==> src/rtl/btb_pkg.sv <==
// Shared types and PC field helpers for the BTB tag/valid RAM controller.
package btb_pkg;

  localparam int INDEX_W = 10;
  localparam int TAG_W   = 22;
  localparam int DEPTH   = 2 ** INDEX_W;

  typedef struct packed {
    logic             valid;
    logic [TAG_W-1:0] tag;
  } entry_t;

  typedef enum logic {
    FLUSH = 1'b0,
    IDLE  = 1'b1
  } state_t;

  function automatic logic [INDEX_W-1:0] pc_index(input logic [31:0] pc);
    return pc[INDEX_W+1:2];
  endfunction

  function automatic logic [TAG_W-1:0] pc_tag(input logic [31:0] pc);
    return pc[31:32-TAG_W];
  endfunction

endpackage

==> src/rtl/btb_tag_ctrl.sv <==
// Arbitrates the single BTB tag RAM port between the flush sweep, EX updates
// and the fetch lookup, and produces the fetch-stage hit.
module btb_tag_ctrl
  import btb_pkg::*;
(
  input  logic               i_clk,
  input  logic               i_rst_n,
  input  logic               i_flush_req,
  input  logic [31:0]        i_lookup_pc,
  input  logic               i_upd_req,
  input  logic               i_upd_inv,
  input  logic [31:0]        i_upd_pc,
  output logic               o_upd_ack,
  output logic               o_ram_wren,
  output logic [INDEX_W-1:0] o_ram_addr,
  output logic [TAG_W:0]     o_ram_wdata,
  input  logic [TAG_W:0]     i_ram_rdata,
  output logic               o_lookup_valid,
  output logic               o_hit,
  output logic               o_busy,
  output logic               o_flush_done
);

  state_t             state, state_nxt;
  logic [INDEX_W-1:0] cnt, cnt_nxt;
  logic               flush_done_nxt;
  entry_t             rd_entry, wr_entry;

  assign rd_entry    = entry_t'(i_ram_rdata);
  assign o_ram_wdata = wr_entry;

  always_ff @(posedge i_clk or negedge i_rst_n) begin
    if (!i_rst_n) begin
      state        <= FLUSH;
      cnt          <= '0;
      o_flush_done <= 1'b0;
    end else begin
      state        <= state_nxt;
      cnt          <= cnt_nxt;
      o_flush_done <= flush_done_nxt;
    end
  end

  always_comb begin
    state_nxt      = state;
    cnt_nxt        = cnt;
    flush_done_nxt = 1'b0;
    o_upd_ack      = 1'b0;
    o_ram_wren     = 1'b0;
    o_ram_addr     = pc_index(i_lookup_pc);
    wr_entry       = '0;
    o_lookup_valid = 1'b0;
    o_hit          = 1'b0;
    o_busy         = 1'b0;
    case (state)
      FLUSH: begin
        // Sweep writes an invalid entry per cycle; flush requests are absorbed.
        o_busy     = 1'b1;
        o_ram_wren = 1'b1;
        o_ram_addr = cnt;
        cnt_nxt    = cnt + 1'b1;
        if (cnt == INDEX_W'(DEPTH - 1)) begin
          state_nxt      = IDLE;
          flush_done_nxt = 1'b1;
        end
      end
      IDLE: begin
        if (i_flush_req) begin
          state_nxt = FLUSH;
          cnt_nxt   = '0;
        end else if (i_upd_req) begin
          o_ram_wren     = 1'b1;
          o_ram_addr     = pc_index(i_upd_pc);
          wr_entry.valid = ~i_upd_inv;
          wr_entry.tag   = pc_tag(i_upd_pc);
          o_upd_ack      = 1'b1;
        end else begin
          // Read data for this address is captured by the RAM on the negedge.
          o_lookup_valid = 1'b1;
          o_hit          = rd_entry.valid && (rd_entry.tag == pc_tag(i_lookup_pc));
        end
      end
      default: begin
        state_nxt = FLUSH;
        cnt_nxt   = '0;
      end
    endcase
  end

endmodule
==> config.mk <==
export PLATFORM = sky130hd
export DESIGN_NAME = btb_tag_ctrl
export DESIGN_NICKNAME = d
export VERILOG_FILES = /design/src/rtl/btb_pkg.sv /design/src/rtl/btb_tag_ctrl.sv
export SDC_FILE = /design/constraint.sdc
export NUM_CORES = 1
export LEC_CHECK = 0
export ABC_AREA = 0
export CAP_MARGIN = 5
export CORE_MARGIN = 2
export CORE_UTILIZATION = 28
export DETAILED_ROUTE_END_ITERATION = 8
export HOLD_SLACK_MARGIN = 0.02
export PLACE_DENSITY = 0.91
export SLEW_MARGIN = 15
export SYNTH_ARGS = -nofsm -noshare
export SYNTH_HDL_FRONTEND = slang
export SYNTH_SLANG_ARGS = --single-unit
==> constraint.sdc <==
create_clock -name i_clk -period 2.35 [get_ports i_clk]
set_input_delay 0.705 -clock i_clk [delete_from_list [all_inputs] [get_ports i_clk]]
set_output_delay 0.705 -clock i_clk [all_outputs]
set_load 0.005 [all_outputs]
==> results_dict.tcl, run 1 <==
set metrics [dict create \
    routed_wirelength_um 4990 \
    overflow 0 \
    drcViolationCount 0 \
    postSynthAreaPerCell_um2 7.99 \
    worstSetupEndpointType "output pin" \
    antenna_found_initial 0 \
    violations "negative setup slack" \
    worst_slew_pin_slew_ps 544 \
    synth_seq_cells 12 \
    dieHeight_um 69.2 \
    die-area_mm2 0.00479 \
    layout_min_cycle_time_ps 2570 \
    place_hpwl_um 3930 \
    drive_gt1_share_pct 27.5 \
    seq_area_frac_synth_pct 25.2 \
    cp.arrival_ps 1860 \
    antenna_left 0 \
    drt_iter0_markers 34 \
    leakage_nw 1.31 \
    required_ps 1640 \
    worstSetupStartpointType "input port" \
    cts.sinks 12 \
    regToRegSetupSlack_ps 890 \
    clock_skew_ps 1.55 \
    grt_usage_pct 21.0 \
    drtPass1Iterations 5 \
    drv_cap 0 \
    outcome "finished, violations left" \
    antennaDiodeCount 0 \
    clockBufferDepth 2 \
    numPortBuffers 126 \
    syn-num-nets 242 \
    fmax_ghz 0.390 \
    whs_ps 508 \
    clkLatencyLatePin_ps 230 \
    die_w_um 69.2 \
    power.density_mw_per_mm2 384 \
    cts_tree "built" \
    timing_hold_violations_final 0 \
    hold_buffers 0 \
    layout_setup_ws_ps -215 \
    critical_path_class "input port to output pin" \
    routed_via_density 4.80 \
    pin_count 131 \
    syn_inst 149 \
    cts_buffers 3 \
    wl_per_cell_um 14.8 \
    h-tree-depth 1 \
    peakVddDrop_mv 0.246 \
    hp-class "register to register" \
    num_rows 23 \
    synth_warnings 0 \
    timing.final.crit_share_pct 109 \
    core_mm2 0.00406 \
    grt_pass1_wl_um 8090 \
    ys_types 28 \
    fin_nets 382 \
    syn2layout_area_growth_pct 119 \
    rsz0062_at_grt "true" \
    post-place-ws_ps -1050 \
    grt_start_max_net_pins 26 \
    setup_viol 1 \
    vias 1616 \
    clk_pin_slew_ps 50 \
    worstPathMaxFanout 1 \
    netlist_area_mm2 0.00119 \
    slew_violations 0 \
    cts_root_buf "clkbuf_8" \
    relSlewSlack_pct 63.7 \
    initial_core_util_pct 29.3 \
    grt_pass1_vias 1687 \
    gp_congestion 0.831 \
]
==> registers in the layout, summed over array words and instances (netlist names) <==
signal and cells:
cnt 10, state 1, o_flush_done 1
==> metal layers <==
layer | track usage [%] | routed length [µm]
met5 | 0 | 0
met4 | 3.27 | 11
met3 | 4.22 | 338
met2 | 40.9 | 2710
met1 | 23.5 | 1920
==> worst max-delay path: stages <==
cell and delay (ps):
buf_8 100, xnor2_4 150, nand4_1 110, or4_4 550, nor3_2 110, buf_2 130
==> cells by family (layout without fill, tap and decap cells) <==
family | after synthesis | in the layout | share of synthesized area, %
adders and majority gates | 1 | 1 | 1.05
and+or+nand+nor | 66 | 66 | 30.3
muxes | 11 | 11 | 9.25
xor gates and xnor gates | 27 | 27 | 19.9
buffers and inverters | 11 | 149 | 4.31
DFF | 12 | 12 | 25.2
AOI/OAI and AO/OA | 21 | 21 | 9.99
==> per-stage QoR <==
stage / cell area, µm² / util (%) / TNS, ps / power, mW / std cells
after CTS: 2590 / 63.9 / -294 / 1.01 / 335
after global routing: 2610 / 64.3 / -258 / 1.08 / 337
after detailed placement: 2540 / 62.6 / -24280 / 0.863 / 325
after floorplan: 1190 / - / 0 / 0.547 / 149
final: 2610 / 64.3 / -215 / 1.00 / 337
after global placement: 2540 / 62.6 / -23650 / 0.843 / 325
==> worst paths after layout <==
check / from / cells past startpoint / end
setup / recovery: i_ram_rdata[18] / 6 / o_hit
hold / removal: cnt[9] / 1 / cnt[9]
setup reg to reg: state / 6 / state
hold reg to reg: cnt[9] / 1 / cnt[9]
max in group asynchronous: i_rst_n / 1 / cnt[7]
min in group asynchronous: i_rst_n / 1 / cnt[2]
==> cells in the mapped netlist <==
library cell / number / area share (%)
inv_1: 1 / 0.32
mux2i_1: 11 / 9.3
nor2_1: 9 / 2.8
o31ai_1: 2 / 1.3
buf_4: 2 / 1.3
nand3_1: 4 / 1.7
and3_1: 23 / 12
nand4_1: 8 / 4.2
buf_2: 1 / 0.42
ha_1: 1 / 1.1
nor3_2: 1 / 0.84
o211ai_1: 2 / 1.3
nand2_1: 11 / 3.5
or2_2: 1 / 0.53
o21ai_0: 8 / 3.4
nand2b_1: 1 / 0.53
xnor2_1: 19 / 14
nor3_1: 2 / 0.84
xor2_1: 8 / 5.9
a21oi_1: 8 / 3.4
and2_1: 1 / 0.53
nor2b_1: 3 / 1.6
dfrtp_1: 12 / 25
nor4_1: 1 / 0.53
clkbuf_1: 6 / 1.9
a22o_1: 1 / 0.74
clkbuf_2: 1 / 0.42
or4_1: 1 / 0.63
==> layout by cell type (no fill, tap or decap), drive strengths merged <==
cell type      netlist  layout
nand4                8       8
nand2               11      11
clkdlybuf4s50        0      48
a21oi                8       8
xnor2               19      19
clkdlybuf4s15        0       6
mux2i               11      11
o211ai               2       2
dlymetal6s2s         0       2
nand3                4       4
a22o                 1       1
clkbuf               7      14
buf                  3      48
nor4                 1       1
nor2                 9       9
or4                  1       1
and2                 1       1
o21ai                8       8
xor2                 8       8
dfrtp               12      12
dlygate4sd2          0      30
nor3                 3       3
and3                23      23
or2                  1       1
inv                  1       1
nor2b                3       3
o31ai                2       2
ha                   1       1
nand2b               1       1
==> cell type report <==
type	instances	area (µm²)
fillers	346	1450
inverters	1	3.75
multi-input cells	126	935
well taps	50	62.6
clock buffers	3	41.3
flip-flops and latches	12	300
repair buffers	145	1270
==> report_power, final <==
group,switching (mW),leakage [nW],internal [mW]
Clock,0.0684,0.0216,0.112
Combinational,0.180,1.14,0.288
Sequential,0.0903,0.154,0.264
Total,0.339,1.31,0.664
==> repair_timing <==
action                     4_1_cts  5_1_grt
setup endpoints to repair       37        8
resized for setup              208       26
cloned                           3        0
setup buffers                    4        2
pin swaps                       27       16
Note: power is estimated with default switching activity, not from simulation.
==> run 2: changes to the inputs <==
--- a/config.mk
+++ b/config.mk
@@ -6,12 +6,11 @@
 export NUM_CORES = 1
 export LEC_CHECK = 0
 export ABC_AREA = 0
-export CAP_MARGIN = 5
-export CORE_MARGIN = 2
-export CORE_UTILIZATION = 28
+export CORE_MARGIN = 10
+export CORE_UTILIZATION = 25
 export DETAILED_ROUTE_END_ITERATION = 8
 export HOLD_SLACK_MARGIN = 0.02
-export PLACE_DENSITY = 0.91
+export PLACE_DENSITY = 0.86
 export SLEW_MARGIN = 15
 export SYNTH_ARGS = -nofsm -noshare
 export SYNTH_HDL_FRONTEND = slang
==> constraint.sdc (replaced) <==
create_clock -name i_clk -period 2.1 [get_ports i_clk]
set_input_delay 0.63 -clock i_clk [delete_from_list [all_inputs] [get_ports i_clk]]
set_output_delay 0.63 -clock i_clk [all_outputs]
set_load 0.005 [all_outputs]
==> results_dict.tcl, run 2 (synthesis gave the netlist of run 1 again) <==
set metrics [dict create \
    critical_path_class "input port to output pin" \
    dieHeight_um 89.0 \
    initial_core_util_pct 25.5 \
    final_cell_mix "clkdlybuf4s50_1, buf_2, buf_6" \
    timing.final.crit_share_pct 116 \
    finalPower_mw 1.20 \
    worstSetupEndpointType "output pin" \
    grt_start_max_net_pins 24 \
    antenna_left 0 \
    numPortBuffers 126 \
    drtPass1Iterations 4 \
    hold_buffers 0 \
    cp.arrival_ps 1800 \
    clock_skew_ps 2.15 \
    gp_congestion 0.795 \
    drcViolationCount 0 \
    post-place-ws_ps -1130 \
    clkLatencyLatePin_ps 240 \
    worst_slew_pin_slew_ps 552 \
    wl_per_cell_um 18.3 \
    routed_wirelength_um 6310 \
    ff_latch_area_um2 300 \
    worstPathMaxFanout 1 \
    syn2layout_area_growth_pct 128 \
    fmax_ghz 0.412 \
    core_mm2 0.00466 \
    largest_reg_flops 10 \
    post-route-cell-area_mm2 0.00271 \
    h-tree-depth 1 \
    fin_nets 385 \
    required_ps 1470 \
    grt_pass1_wl_um 9030 \
    grt_usage_pct 14.5 \
    relSlewSlack_pct 63.1 \
    leakage_nw 1.29 \
    grt_pass1_vias 1787 \
    antennaDiodeCount 0 \
    regMostFlops "cnt" \
    layout_min_cycle_time_ps 2430 \
    outcome "finished, violations left" \
    clk_pin_slew_ps 60 \
    cts_root_buf "clkbuf_8" \
    cts_buffers 3 \
    clockBufferDepth 2 \
    reg_top3 "cnt: 10 flops, o_flush_done: 1 flops, state: 1 flops" \
    setup_viol 5 \
    drt_iter0_markers 67 \
    final_common_cell "clkdlybuf4s50_1" \
    tns_ps -432 \
    antenna_found_initial 0 \
    cts_tree "built" \
    num_rows 25 \
    violations "negative setup slack" \
    routed_via_density 4.84 \
    n_fill_cell 388 \
    layout_setup_ws_ps -327 \
    die_w_um 89.0 \
    power.density_mw_per_mm2 442 \
    worstSetupStartpointType "input port" \
    slew_violations 0 \
    placed_cell_area_mm2 0.00259 \
    overflow 0 \
    peakVddDrop_mv 0.262 \
    drive_gt1_share_pct 41.6 \
    cts.sinks 12 \
    die-area_mm2 0.00792 \
    place_hpwl_um 5000 \
    pin_count 131 \
    timing_hold_violations_final 0 \
    hp-class "register to register" \
    multi_input_comb_area_mm2 0.00101 \
    rsz0062_at_grt "true" \
    vias 1671 \
    drv_cap 0 \
]
run 2: changes by cell type in the layout (fill, tap and decap cells not counted), moves of 4 or more:
cell,before,now
dlygate4sd2_1,30,10
buf_2,21,40
and3_1,23,13
and3_4,0,10
buf_6,12,20
clkbuf_2,11,6
buf_4,11,15
run 2: area by class of cell:
class,count,area share [%]
clock buffer,4,2.03
inverter,1,0.139
multi-input combinational,126,37.3
sequential,12,11.1
tap,54,2.50
timing repair buffer,148,47.0
run 2: worst paths after layout:
| kind | start | endpoint | slack [ps] | depth (start not counted) |
|---|---|---|---|---|
| worst max-delay path | i_ram_rdata[9] | o_hit | -330 | 6 |
| worst min-delay path | cnt[9] | cnt[9] | 510 | 1 |
| worst max register to register | cnt[1] | cnt[8] | 670 | 5 |
| worst min register to register | cnt[9] | cnt[9] | 510 | 1 |
| max in group asynchronous | i_rst_n | cnt[7] | 990 | 1 |
| min in group asynchronous | i_rst_n | cnt[4] | 740 | 1 |
run 2: report_power, final:
group	switching (mW)	internal, mW
registers	0.102	0.295
clock network	0.0916	0.166
logic	0.224	0.317
run 2: critical path, stage by stage:
cell,delay [ps]
buf_2,110
xnor2_1,150
nand4_1,120
or4_4,560
nor3_2,100
buf_2,130
run 2: per-stage QoR:
stage,instances,utilization [%],hold WS (ps)
floorplan,149,-,334
global placement,335,55.6,475
detailed placement,335,55.6,499
CTS,347,55.3,505
global route,345,58.1,558
finish,345,58.1,506
run 2: layer usage:
layer  routed length, µm  up-vias  global-route usage [%]
li1                    -      815                       -
met1                2260      770                    14.4
met2                3350       80                    27.7
met3                 653        6                    5.20
met4                  54        0                    3.90
met5                   0        -                       0
run 2: timing repair:
action | CTS | global route
setup buffers | 6 | 0
setup endpoints to repair | 37 | 35
resized for setup | 282 | 49
pin swaps | 31 | 23
gates cloned | 2 | 0
